## src/rtl/result_pipe_ex_mem_wb.sv

```systemverilog
// EX/MEM and MEM/WB result pipeline: owns the data-memory access in MEM, the register-file
// write port in WB, and a saturating count of retired writebacks.
module result_pipe_ex_mem_wb #(
  parameter int          DATA_W     = 32,
  parameter logic [5:0]  NOP_OPCODE = 6'b000000,
  parameter int          CNT_W      = 16
) (
  input  logic              clk,
  input  logic              rst_n,
  input  logic              ex_valid,
  input  logic [5:0]        ex_opcode,
  input  logic [4:0]        ex_rd,
  input  logic [DATA_W-1:0] ex_alu_result,
  input  logic [DATA_W-1:0] ex_store_data,
  input  logic              hold_i,
  input  logic              flush_i,
  output logic [DATA_W-1:0] dmem_addr,
  output logic [DATA_W-1:0] dmem_wdata,
  output logic              dmem_we,
  input  logic [DATA_W-1:0] dmem_rdata,
  output logic [5:0]        EX_MEM_opcode,
  output logic [4:0]        EX_MEM_rd,
  output logic [DATA_W-1:0] ex_mem_result,
  output logic [5:0]        MEM_WB_opcode,
  output logic [4:0]        MEM_WB_rd,
  output logic [DATA_W-1:0] mem_wb_result,
  output logic              wb_we,
  output logic [4:0]        wb_addr,
  output logic [DATA_W-1:0] wb_data,
  output logic [CNT_W-1:0]  wb_count
);

  localparam logic [5:0] OP_LUI   = 6'b001111;
  localparam logic [5:0] OP_XORI  = 6'b001110;
  localparam logic [5:0] OP_R     = 6'b011010;
  localparam logic [5:0] OP_LOAD  = 6'b100011;
  localparam logic [5:0] OP_STORE = 6'b101011;

  typedef struct packed {
    logic [5:0]        opcode;
    logic [4:0]        rd;
    logic [DATA_W-1:0] result;
    logic [DATA_W-1:0] store_data;
  } ex_mem_t;

  typedef struct packed {
    logic [5:0]        opcode;
    logic [4:0]        rd;
    logic [DATA_W-1:0] result;
  } mem_wb_t;

  localparam ex_mem_t EX_MEM_BUBBLE = '{opcode: NOP_OPCODE, rd: '0, result: '0, store_data: '0};
  localparam mem_wb_t MEM_WB_BUBBLE = '{opcode: NOP_OPCODE, rd: '0, result: '0};

  ex_mem_t          ex_mem_q, ex_mem_d;
  mem_wb_t          mem_wb_q, mem_wb_d;
  logic [CNT_W-1:0] wb_count_q, wb_count_d;

  function automatic logic is_writer(input logic [5:0] op);
    return (op == OP_LUI) || (op == OP_XORI) || (op == OP_R) || (op == OP_LOAD);
  endfunction

  // Hold wins over flush: a frozen pipe must not lose the instruction it is waiting on.
  // NOTE: every always_comb output gets a default first so no path can infer a latch.
  always_comb begin
    ex_mem_d = ex_mem_q;
    mem_wb_d = mem_wb_q;
    if (!hold_i) begin
      if (flush_i || !ex_valid) begin
        ex_mem_d = EX_MEM_BUBBLE;
      end else begin
        ex_mem_d = '{opcode: ex_opcode, rd: ex_rd, result: ex_alu_result,
                     store_data: ex_store_data};
      end
      mem_wb_d.opcode = ex_mem_q.opcode;
      mem_wb_d.rd     = ex_mem_q.rd;
      mem_wb_d.result = (ex_mem_q.opcode == OP_LOAD) ? dmem_rdata : ex_mem_q.result;
    end
  end

  assign wb_we   = is_writer(mem_wb_q.opcode) && (mem_wb_q.rd != 5'd0) && !hold_i;
  assign dmem_we = (ex_mem_q.opcode == OP_STORE) && !hold_i;

  always_comb begin
    wb_count_d = wb_count_q;
    if (wb_we && (wb_count_q != {CNT_W{1'b1}})) begin
      wb_count_d = wb_count_q + 1'b1;
    end
  end

  // NOTE: sequential state uses non-blocking assignments so every register samples pre-edge values.
  always_ff @(posedge clk or negedge rst_n) begin
    if (!rst_n) begin
      ex_mem_q   <= EX_MEM_BUBBLE;
      mem_wb_q   <= MEM_WB_BUBBLE;
      wb_count_q <= '0;
    end else begin
      ex_mem_q   <= ex_mem_d;
      mem_wb_q   <= mem_wb_d;
      wb_count_q <= wb_count_d;
    end
  end

  assign EX_MEM_opcode = ex_mem_q.opcode;
  assign EX_MEM_rd     = ex_mem_q.rd;
  assign ex_mem_result = ex_mem_q.result;
  assign dmem_addr     = ex_mem_q.result;
  assign dmem_wdata    = ex_mem_q.store_data;
  assign MEM_WB_opcode = mem_wb_q.opcode;
  assign MEM_WB_rd     = mem_wb_q.rd;
  assign mem_wb_result = mem_wb_q.result;
  assign wb_addr       = mem_wb_q.rd;
  assign wb_data       = mem_wb_q.result;
  assign wb_count      = wb_count_q;

endmodule
```

## config.mk

```make
export PLATFORM = sky130hd
export DESIGN_NAME = result_pipe_ex_mem_wb
export DESIGN_NICKNAME = d
export VERILOG_FILES = /design/src/rtl/result_pipe_ex_mem_wb.sv
export SDC_FILE = /design/constraint.sdc
export NUM_CORES = 1
export LEC_CHECK = 0
export BUFFER_PORTS_ARGS = -buffer_cell sky130_fd_sc_hd__buf_2
export CAP_MARGIN = 5
export CORE_MARGIN = 8
export CORE_UTILIZATION = 49
export CTS_CLUSTER_DIAMETER = 40
export DETAILED_ROUTE_END_ITERATION = 16
export PLACE_DENSITY_LB_ADDON = 0.08
export SLEW_MARGIN = 10
export SYNTH_ARGS = -nofsm -noshare
export SYNTH_HDL_FRONTEND = slang
export SYNTH_SLANG_ARGS = --single-unit
```

## constraint.sdc

```tcl
create_clock -name clk -period 3.6 [get_ports clk]
set_clock_uncertainty 0.05 [all_clocks]
set_input_delay 0 -clock clk [delete_from_list [all_inputs] [get_ports clk]]
set_output_delay 0 -clock clk [all_outputs]
set_load 0.02 [all_outputs]
```

==> results of run 1 <==
-- kinds of logic after synthesis --
group / count (synthesis) / synth area share [%]
simple gates: 83 / 7.62
fa+ha+maj: 1 / 0.211
mux: 45 / 7.85
xor+xnor: 11 / 1.62
compound gates: 114 / 14.9
flops: 134 / 56.4
buf+inv: 100 / 11.4
-- cell usage in the layout, fill, tap and decap left out, types with 2 or more instances in the layout --
cell / count
nor2b_1: 3
buf_2: 314
mux2i_1: 32
a21oi_1: 2
buf_4: 5
o21ai_0: 32
nand3_2: 4
a22o_1: 75
and3_1: 5
dfrtp_1: 134
dlygate4sd3_1: 108
clkbuf_1: 2
clkbuf_16: 17
nand3_1: 6
nand2_1: 38
xnor2_1: 11
mux2_2: 11
nor2_1: 5
and4_1: 2
nand2b_1: 2
mux2_1: 2
clkinv_2: 7
bufinv_16: 2
clkbuf_8: 3
nand4_1: 8
-- layer usage --
layer	vias to the layer above	wire length (um)	part of all wire, %
li1	2367	-	-
met1	2480	7240	37
met2	254	10200	52
met3	42	1670	8.5
met4	0	498	2.5
met5	-	0	0
-- where the power goes --
part	leakage (nW)	switching [W]	internal [W]
Combinational	2.86	0.000372	0.000276
Clock	0.289	0.000611	0.00106
Sequential	1.82	0.0000769	0.00159
-- registers in the layout (all words and copies together), names as in the netlist --
signal,count
dmem_addr,32
wb_count,16
mem_wb_result,32
MEM_WB_opcode,6
EX_MEM_rd,5
dmem_wdata,32
MEM_WB_rd,5
EX_MEM_opcode,6
-- worst register-to-register path, stage by stage, from the launching register on --
cell     delay, ns
dfrtp_1       0.43
ha_1          0.22
nand3_1       0.15
nor3_4        0.27
nand4_1       0.49
nand2_2       0.26
mux2_1        0.34
-- area by class of cell --
cell class | instances | share of cell area, %
antenna | 1 | 0.0286
clock buffer | 22 | 5.43
clock inverter | 10 | 1.17
multi-input combinational | 254 | 21.9
sequential | 134 | 38.4
tap | 147 | 2.11
timing repair buffer | 428 | 30.9
-- stage by stage --
stage | worst slack, ns | total power (W) | cell area [um2] | std cells | utilization [%]
after floorplan | 1.76 | 0.00203 | 5940 | 488 | -
after global placement | 1.42 | 0.00223 | 7070 | 855 | 59.4
after detailed placement | 1.29 | 0.00224 | 7070 | 855 | 59.4
after CTS | 1.27 | 0.00401 | 8730 | 995 | 73.3
after global routing | 1.08 | 0.00413 | 8730 | 996 | 73.3
final | 1.28 | 0.00399 | 8730 | 996 | 73.3
-- path summary, 6_finish.rpt --
kind | end | slack (ns)
min | wb_count[6]$_DFFE_PN0P_ | 0.12
max reg2reg | wb_count[1]$_DFFE_PN0P_ | 1.28
max | wb_count[1]$_DFFE_PN0P_ | 1.28
max in group asynchronous | dmem_addr[1]$_DFFE_PN0N_ | 2.45
min in group clk | mem_wb_result[17]$_DFFE_PN0N_ | 0.17
min reg2reg | wb_count[13]$_DFFE_PN0P_ | 0.44
-- what timing repair did --
item                       CTS  global route
hold buffers               108             0
hold endpoints to repair   174             0
setup endpoints to repair    0             0
==> out/metrics.cfg, run 1 <==
[run_status]
status = completed

[setup_path]
critical_path_buf_inv_count = 0
cp.arrival_ns = 2.56
cp-startpoint = wb_count[0]$_DFFE_PN0P_
cp.required_ns = 3.84
path_class = reg2reg
cp_max_fo = 11
cp.depth = 6
slowest_delay_ns = 0.49
crit_family = simple AND/OR/NAND/NOR gates
crit_chain = ha_1 -> nand3_1 -> nor3_4 -> nand4_1 -> nand2_2 -> mux2_1
end_kind = register
rr_worst_depth = 6
regToRegStartpoint = wb_count[0]$_DFFE_PN0P_
cpMaxStageDelayCell = nand4_1
cp-start-kind = register

[timing]
hold_slack_ns = 0.120
fin_setup_tns_ns = 0
worst_pin_slew_ns = 1.07
setup_violations = 0
period_needed_ns = 2.32
fmax_ghz = 0.431
slew_viol_final = 0
rsz0062_at_grt = no
slew_headroom_pct = 28.9
post-route-period-util_pct = 64.5
hold_viol = 0

[placement]
portBuffers = 316
dp_hpwl_mm = 12.6
gp_congestion = 0.803

[cts]
postCtsSetupBuffers = 0
cts_buffers = 17
cts_resized = 0
clock_latency_ns = 0.41
path_clk_slew_ns = 0.06
root_buffer = clkbuf_16
cts_sinks = 134
cts_buffer_depth = 2
ctsHtreeMaxLevel = 4
cts_tree = built

[grt]
grt_max_degree = 87
use_met1_pct = 26.6
use_met3_pct = 8.99
grt_pass1_vias = 5646
grt_pass1_wl_mm = 31.0
overflow = 0
antenna_found_initial = 1
grtUsageTotal_pct = 24.5
busiest_layer = met2
grtUsageMet2_pct = 42.0

[route]
first_pass_iters = 4
ant_nets = 0
wl_mm = 19.6
drtIter0Drc = 304
vias = 5143
vias_per_cell = 5.16
wire_per_inst_um = 19.6
drc = 0

[synth]
async_reset_ff_share_pct = 100
ys.flop_type = dfrtp_1
synthesis.area_um2 = 5940
synth.distinct_cells = 38
yosysMostFrequentCell = dfrtp_1
syn_inst = 488
synth.largest_area_cell = dfrtp_1
yosysSeqAreaShare_pct = 56.4
synth_seq_cells = 134
yosys-top-cells-count = dfrtp_1, a22o_1, buf_4
syn_avg_cell_area_um2 = 12.2
syn_nets = 601
synth_area_leaders = dfrtp_1, a22o_1, buf_4
yosysWarnings = 0
yosys.area.top_type_share_pct = 56.4
synth_edf_count = 0

[floorplan]
core_um2 = 11900
dieArea_um2 = 15900
ios = 317
start_util_pct = 49.9
die_w_um = 126
fp-row-count = 40
chipHeight_um = 126

[finish]
drive_gt1_share_pct = 44.2
areaGrowthSynthToFinish_pct = 47.0
fill_cells = 829
nNetsFinal = 948
multi_input_area_um2 = 1920
ff_latch_area_um2 = 3350

[job]
drv_cap = 0

[pwr]
p_leak_nw = 4.97
power.density_nw_per_um2 = 457
ir_drop_v = 0.000306

[min_path]
hold_class = in2async

No activity file was read; power rests on OpenSTA's default activity.
==> run 2, diff against run 1 <==
--- a/config.mk
+++ b/config.mk
@@ -8,7 +8,7 @@
 export BUFFER_PORTS_ARGS = -buffer_cell sky130_fd_sc_hd__buf_2
 export CAP_MARGIN = 5
 export CORE_MARGIN = 8
-export CORE_UTILIZATION = 49
+export CORE_UTILIZATION = 45
 export CTS_CLUSTER_DIAMETER = 40
 export DETAILED_ROUTE_END_ITERATION = 16
 export PLACE_DENSITY_LB_ADDON = 0.08
==> constraint.sdc (replaced) <==
create_clock -name clk -period 2.3 [get_ports clk]
set_clock_uncertainty 0.05 [all_clocks]
set_input_delay 0 -clock clk [delete_from_list [all_inputs] [get_ports clk]]
set_output_delay 0 -clock clk [all_outputs]
set_load 0.02 [all_outputs]
==> run 2 against run 1 <==
Effect of this change:
- critical path type is now reg2out
- setup slack worse by 0.97 ns
- utilization is 5.0 points lower
- non-clock buffer count is 21 higher
- largest cell class unchanged
==> out/metrics.cfg, run 2 (synthesized netlist as in run 1, its figures left out) <==
[placement]
gp_congestion = 0.757
portBuffers = 316
dp_hpwl_mm = 12.7

[cts]
path_clk_slew_ns = 0.06
ctsHtreeMaxLevel = 4
clock_latency_ns = 0.41
postCtsSetupBuffers = 0
cts_buffer_depth = 2
cts_tree = built
root_buffer = clkbuf_16
cts_buffers = 17
cts_sinks = 134

[pwr]
p_int_w = 0.00441
swShare_pct = 27.0
p_leak_nw = 5.08
pwr-share-comb_pct = 17.1
ir_drop_v = 0.000422
p_clk_share_pct = 39.6
pwr-share-seq_pct = 43.2
power.switching_w = 0.00163
power.density_nw_per_um2 = 676

[timing]
fin_setup_tns_ns = 0
period_needed_ns = 1.99
slew_viol_final = 0
setup_violations = 0
hold_viol = 0
post-route-period-util_pct = 86.5
worst_pin_slew_ns = 0.639
slew_headroom_pct = 57.4
rsz0062_at_grt = no
fmax_ghz = 0.502

[grt]
use_met1_pct = 25.4
antenna_found_initial = 0
grt_max_degree = 133
grtUsageMet2_pct = 38.4
busiest_layer = met2
overflow = 0
use_met3_pct = 6.74
grt_pass1_wl_mm = 29.4
grt_pass1_vias = 5525
grtUsageTotal_pct = 22.3

[setup_path]
cp.required_ns = 2.25
cp_max_fo = 18
crit_chain = nor4b_2 -> nand2_1 -> a21oi_4 -> buf_2
cp-start-kind = register
regToRegSetupSlack_ns = 0.37
cpMaxStageDelayCell = a21oi_4
end_kind = output pin
path_class = reg2out
cp.arrival_ns = 1.94
slowest_delay_ns = 0.45

[job]
drv_cap = 0

[route]
ant_nets = 0
drc = 0
wl_mm = 19.3
vias = 5127
wire_per_inst_um = 18.5
first_pass_iters = 4
vias_per_cell = 4.92
drtIter0Drc = 307

[floorplan]
die_w_um = 131
dieArea_um2 = 17100
ios = 317
chipHeight_um = 131
fp-row-count = 42
start_util_pct = 45.4
core_um2 = 13100

[finish]
final_common_cell = buf_2
areaGrowthSynthToFinish_pct = 50.4
diodes = 0
fin_util_pct = 68.3
layout_common_cells = buf_2, dfrtp_1, dlygate4sd3_1, a22o_1, nand2_1
nNetsFinal = 969
drive_gt1_share_pct = 43.2

[min_path]
hold_class = in2reg

[run_status]
status = completed

run 2: per-layer routing:
layer / vias up / wire length (um)
met4: 0 / 393
met1: 2484 / 7330
met2: 209 / 9920
met3: 26 / 1680
li1: 2408 / -
met5: - / 0
run 2: final timing paths:
path / from / endpoint / depth (start not counted)
worst min-delay path: hold_i / dmem_wdata[6]$_DFFE_PN0N_ / 2
worst max register to register: MEM_WB_opcode[3]$_DFFE_PN0N_ / wb_count[15]$_DFFE_PN0P_ / 5
worst max-delay path: MEM_WB_opcode[3]$_DFFE_PN0N_ / wb_we / 4
min in group asynchronous: rst_n / wb_count[3]$_DFFE_PN0P_ / 2
max in group asynchronous: rst_n / MEM_WB_opcode[0]$_DFFE_PN0N_ / 3
worst min register to register: mem_wb_result[24]$_DFFE_PN0N_ / mem_wb_result[24]$_DFFE_PN0N_ / 2
run 2: what timing repair did:
item | CTS | global route
endpoints found under the hold margin | 168 | 0
gates resized for setup | 0 | 0
hold buffers | 126 | 0
run 2: layout make-up:
type | count | area [um2]
clock buffer | 24 | 492
clock inverter | 5 | 25.0
fill | 953 | 4150
tap | 176 | 220
multi-input combinational | 254 | 1920
sequential | 134 | 3350
timing repair buffer | 449 | 2930
run 2: through the flow:
stage	std cells	hold slack, ns	power, W	setup WS, ns	instance area (um2)
after floorplan	488	-0.346	0.00318	0.464	5940
after global placement	887	-0.0359	0.00350	0.418	7160
after detailed placement	887	-0.0223	0.00351	0.353	7160
after CTS	1042	0.00943	0.00610	0.270	8940
after global routing	1042	0.0316	0.00630	0.194	8940
final	1042	0.0288	0.00604	0.310	8940
run 2: power groups by stage:
stage	Sequential, W	Clock, W	Combinational [W]
finish	0.00261	0.00239	0.00104
global placement	0.00264	0	0.000861
global route	0.00263	0.00256	0.00111
detailed placement	0.00264	0	0.000867
floorplan	0.00278	0	0.000399
CTS	0.00261	0.00245	0.00104
run 2: worst max-delay path: cells and delay by family (launching register included):
family / cells / cell delay, ns
and+or+nand+nor: 2 / 0.41
AOI/OAI and AO/OA: 1 / 0.45
buffers and inverters: 1 / 0.26
DFF: 1 / 0.41
==> run 3, diff against run 2 <==
--- a/config.mk
+++ b/config.mk
@@ -5,13 +5,16 @@
 export SDC_FILE = /design/constraint.sdc
 export NUM_CORES = 1
 export LEC_CHECK = 0
+export ABC_AREA = 1
 export BUFFER_PORTS_ARGS = -buffer_cell sky130_fd_sc_hd__buf_2
 export CAP_MARGIN = 5
 export CORE_MARGIN = 8
-export CORE_UTILIZATION = 45
+export CORE_UTILIZATION = 48
+export CTS_BUF_LIST = sky130_fd_sc_hd__clkbuf_2
 export CTS_CLUSTER_DIAMETER = 40
 export DETAILED_ROUTE_END_ITERATION = 16
 export PLACE_DENSITY_LB_ADDON = 0.08
+export SETUP_SLACK_MARGIN = 0.02
 export SLEW_MARGIN = 10
 export SYNTH_ARGS = -nofsm -noshare
 export SYNTH_HDL_FRONTEND = slang
==> run 3 against run 2 <==
Effect of this change:
- the flow now stops in clock tree synthesis (4_1_cts)
- synthesized cell count is 58% higher
- area after synthesis increased by 7.9%
==> out/metrics.cfg, run 3 <==
[floorplan]
ios = 317
die_w_um = 132
start_util_pct = 48.8
fp-row-count = 42
chipHeight_um = 132

[synth]
synth-simple-area-share_pct = 22.3
yosys.area.top_type_share_pct = 52.3
yosys-top-cells-count = nand2_1, dfrtp_1, o21ai_0
async_reset_ff_share_pct = 100
syn_inst = 773
yosysSeqAreaShare_pct = 52.3
yosysWarnings = 0
synth_edf_count = 0
synthXorXnorAreaFrac_pct = 1.50
synth_compound_area_share_pct = 9.29
synthesis.area_um2 = 6410
synth_fa_ha_area_share_pct = 0.195
synth.distinct_cells = 23
synthMuxAreaShare_pct = 0
syn_nets = 886
ys.flop_type = dfrtp_1
synth.largest_area_cell = dfrtp_1
synth_top_family_by_area = simple AND/OR/NAND/NOR gates
yosysMostFrequentCell = nand2_1
synth_area_leaders = dfrtp_1, nand2_1, o21ai_0
synth_seq_cells = 134
syn_avg_cell_area_um2 = 8.30

[placement]
portBuffers = 316
gp_congestion = 0.804
dp_hpwl_mm = 14.5

[cts]
postCtsSetupBuffers = 0
ctsHtreeMaxLevel = 4
cts_sinks = 134
root_buffer = clkbuf_2
ctsHoldBuffers = 243
cts_resized = 0
cts_buffers = 17
cts_buffer_depth = 2

[run_status]
error = [ERROR RSZ-0060] Max buffer count reached.
status = aborted with a tool error
stop_stage = clock tree synthesis (4_1_cts)

-- run 3: changes by cell type after synthesis, sizes merged, moves of 9 or more --
cell / previous run / this run
mux2i: 32 / 0
o21ai: 34 / 119
buf: 82 / 91
nand2: 39 / 224
a22o: 75 / 0
nor2: 5 / 26
nand3: 10 / 84
inv: 0 / 58
mux2: 13 / 0
-- run 3: kinds of logic after synthesis --
logic type	after synthesis
simple gates	339
buf+inv	169
flops	134
compound gates	119
xor+xnor	11
fa+ha+maj	1
-- run 3: through the flow --
step           util, %  area (um2)  instances  hold WS (ns)  setup slack (ns)
2_1_floorplan        -        6410        773        -0.346             0.653
3_3_place_gp      58.1        7630       1164       -0.0526             0.619
3_5_place_dp      58.1        7630       1164       -0.0483             0.510
==> run 4, diff against run 3 <==
--- a/config.mk
+++ b/config.mk
@@ -9,12 +9,9 @@
 export BUFFER_PORTS_ARGS = -buffer_cell sky130_fd_sc_hd__buf_2
 export CAP_MARGIN = 5
 export CORE_MARGIN = 8
-export CORE_UTILIZATION = 48
-export CTS_BUF_LIST = sky130_fd_sc_hd__clkbuf_2
-export CTS_CLUSTER_DIAMETER = 40
+export CORE_UTILIZATION = 40
 export DETAILED_ROUTE_END_ITERATION = 16
-export PLACE_DENSITY_LB_ADDON = 0.08
-export SETUP_SLACK_MARGIN = 0.02
+export PLACE_DENSITY_LB_ADDON = 0.15
 export SLEW_MARGIN = 10
 export SYNTH_ARGS = -nofsm -noshare
 export SYNTH_HDL_FRONTEND = slang
==> run 4 against run 3 <==
Effect of this change:
- synthesized cell count unchanged
- the run now ends clean
- area after synthesis unchanged
==> out/metrics.cfg, run 4 <==
[run_status]
status = completed

[synth]
syn_inst = 773
synth_seq_cells = 134
ys.flop_type = dfrtp_1
yosysWarnings = 0
synth_top_family_by_area = simple AND/OR/NAND/NOR gates
synthesis.area_um2 = 6410
syn_nets = 886
yosys.area.top_type_share_pct = 52.3
syn_avg_cell_area_um2 = 8.30
synth_area_leaders = dfrtp_1, nand2_1, o21ai_0
yosysMostFrequentCell = nand2_1
synthMuxAreaShare_pct = 0
yosysSeqAreaShare_pct = 52.3
yosys-top-cells-count = nand2_1, dfrtp_1, o21ai_0
synth_fa_ha_area_share_pct = 0.195
async_reset_ff_share_pct = 100
synth-simple-area-share_pct = 22.3
synth.distinct_cells = 23
synth_compound_area_share_pct = 9.29
synthXorXnorAreaFrac_pct = 1.50
synth_edf_count = 0
synth.largest_area_cell = dfrtp_1

[finish]
drive_gt1_share_pct = 32.3
final_common_cell = buf_2
areaGrowthSynthToFinish_pct = 45.7
layout_common_cells = buf_2, nand2_1, dfrtp_1, dlygate4sd3_1, o21ai_0
nNetsFinal = 1225
diodes = 0
stdcell_area_um2 = 9340

[floorplan]
chipHeight_um = 143
dieArea_um2 = 20300
fp-row-count = 46
core_um2 = 15800
start_util_pct = 40.7
ios = 317
die_w_um = 143

[timing]
hold_slack_ns = 0.0963
hold_viol = 0
slew_headroom_pct = 58.0
rsz0062_at_grt = no
post-route-period-util_pct = 71.8
period_needed_ns = 1.65
worst_pin_slew_ns = 0.630
setup_slack_ns = 0.650
fmax_ghz = 0.606
setup_violations = 0
slew_viol_final = 0
fin_setup_tns_ns = 0

[route]
vias = 6174
vias_per_cell = 4.60
first_pass_iters = 7
ant_nets = 0
wl_mm = 21.0
drc = 0
wire_per_inst_um = 15.7
drtIter0Drc = 313

[placement]
place_ws_ns = 0.690
dp_hpwl_mm = 14.1
portBuffers = 316
gp_congestion = 0.795
post_dp_cell_area_um2 = 7690

[setup_path]
path_class = reg2out
rr_worst_depth = 9
cp-start-kind = register
cp.required_ns = 2.25
cp.arrival_ns = 1.60
cp_max_fo = 4
end_kind = output pin

[min_path]
hold_path_depth = 5
hold_class = in2reg

[pwr]
ir_drop_v = 0.000483
p_clk_share_pct = 41.7
swShare_pct = 27.9
pwr-share-seq_pct = 41.2
p_int_w = 0.00456
power.density_nw_per_um2 = 677
finalPower_w = 0.00632
p_leak_nw = 5.21
pwr-share-comb_pct = 17.1
power.switching_w = 0.00176

[grt]
grtUsageTotal_pct = 20.8
grt_pass1_vias = 6354
antenna_found_initial = 0
grt_max_degree = 119
overflow = 0
grt_pass1_wl_mm = 33.6

[cts]
cts_buffers = 17
cts_tree = built
cts_buffer_depth = 2
ctsHtreeMaxLevel = 4
clock_latency_ns = 0.41
path_clk_slew_ns = 0.06
root_buffer = clkbuf_16
cts_resized = 0
cts_sinks = 134
postCtsSetupBuffers = 0
ctsHoldBuffers = 108

[job]
drv_cap = 0

-- run 4: cell counts after synthesis --
No cell type changed its count.
-- run 4: logic make-up after synthesis --
kind of cell	count (synthesis)
XOR/XNOR	11
adder cells (fa/ha/maj)	1
AO/OA/AOI/OAI	119
buffers and inverters	169
flip-flops	134
AND/OR/NAND/NOR	339
-- run 4: metrics by stage --
stage,utilization (%),std cells
6_report,59.2,1341
5_1_grt,59.2,1341
4_1_cts,59.2,1341
3_5_place_dp,48.8,1201
3_3_place_gp,48.8,1201
2_1_floorplan,-,773
-- run 4: path summary, 6_finish.rpt --
check | start | to | slack, ns
worst max-delay path | MEM_WB_opcode[0]$_DFFE_PN0N_ | wb_we | 0.65
worst min-delay path | flush_i | dmem_addr[12]$_DFFE_PN0N_ | 0.1
worst max register to register | wb_count[0]$_DFFE_PN0P_ | wb_count[0]$_DFFE_PN0P_ | 0.67
worst min register to register | dmem_wdata[11]$_DFFE_PN0N_ | dmem_wdata[11]$_DFFE_PN0N_ | 0.42
max in group asynchronous | rst_n | dmem_addr[14]$_DFFE_PN0N_ | 1.38
min in group asynchronous | rst_n | mem_wb_result[19]$_DFFE_PN0N_ | 0.11
-- run 4: worst max-delay path: stages (launching register included) --
cell and delay (ns):
dfrtp_1 0.41, o21ai_0 0.19, nand3_1 0.09, nand2_1 0.13, nand2_1 0.12, inv_1 0.09, buf_2 0.16
-- run 4: final cells by class --
class	instances	area, um2
Clock buffer	23	468
Clock inverter	9	101
Fill cell	1412	6430
Inverter	58	219
Multi-Input combinational cell	470	2140
Sequential cell	134	3350
Tap cell	216	270
Timing Repair Buffer	431	2790
-- run 4: per-layer routing --
| metal | vias up | share of wire (%) | track usage [%] |
|---|---|---|---|
| met4 | 0 | 1.3 | 5.93 |
| met5 | - | 0 | 0 |
| li1 | 3072 | - | - |
| met3 | 22 | 8.0 | 7.01 |
| met2 | 214 | 48 | 34.6 |
| met1 | 2866 | 43 | 25.1 |
-- run 4: power by group through the flow --
stage	clock network, W	logic [W]	registers [W]
final	0.00264	0.00108	0.00260
after global placement	0	0.000935	0.00264
after global routing	0.00281	0.00118	0.00262
after CTS	0.00270	0.00109	0.00260
after floorplan	0	0.000435	0.00279
after detailed placement	0	0.000941	0.00264
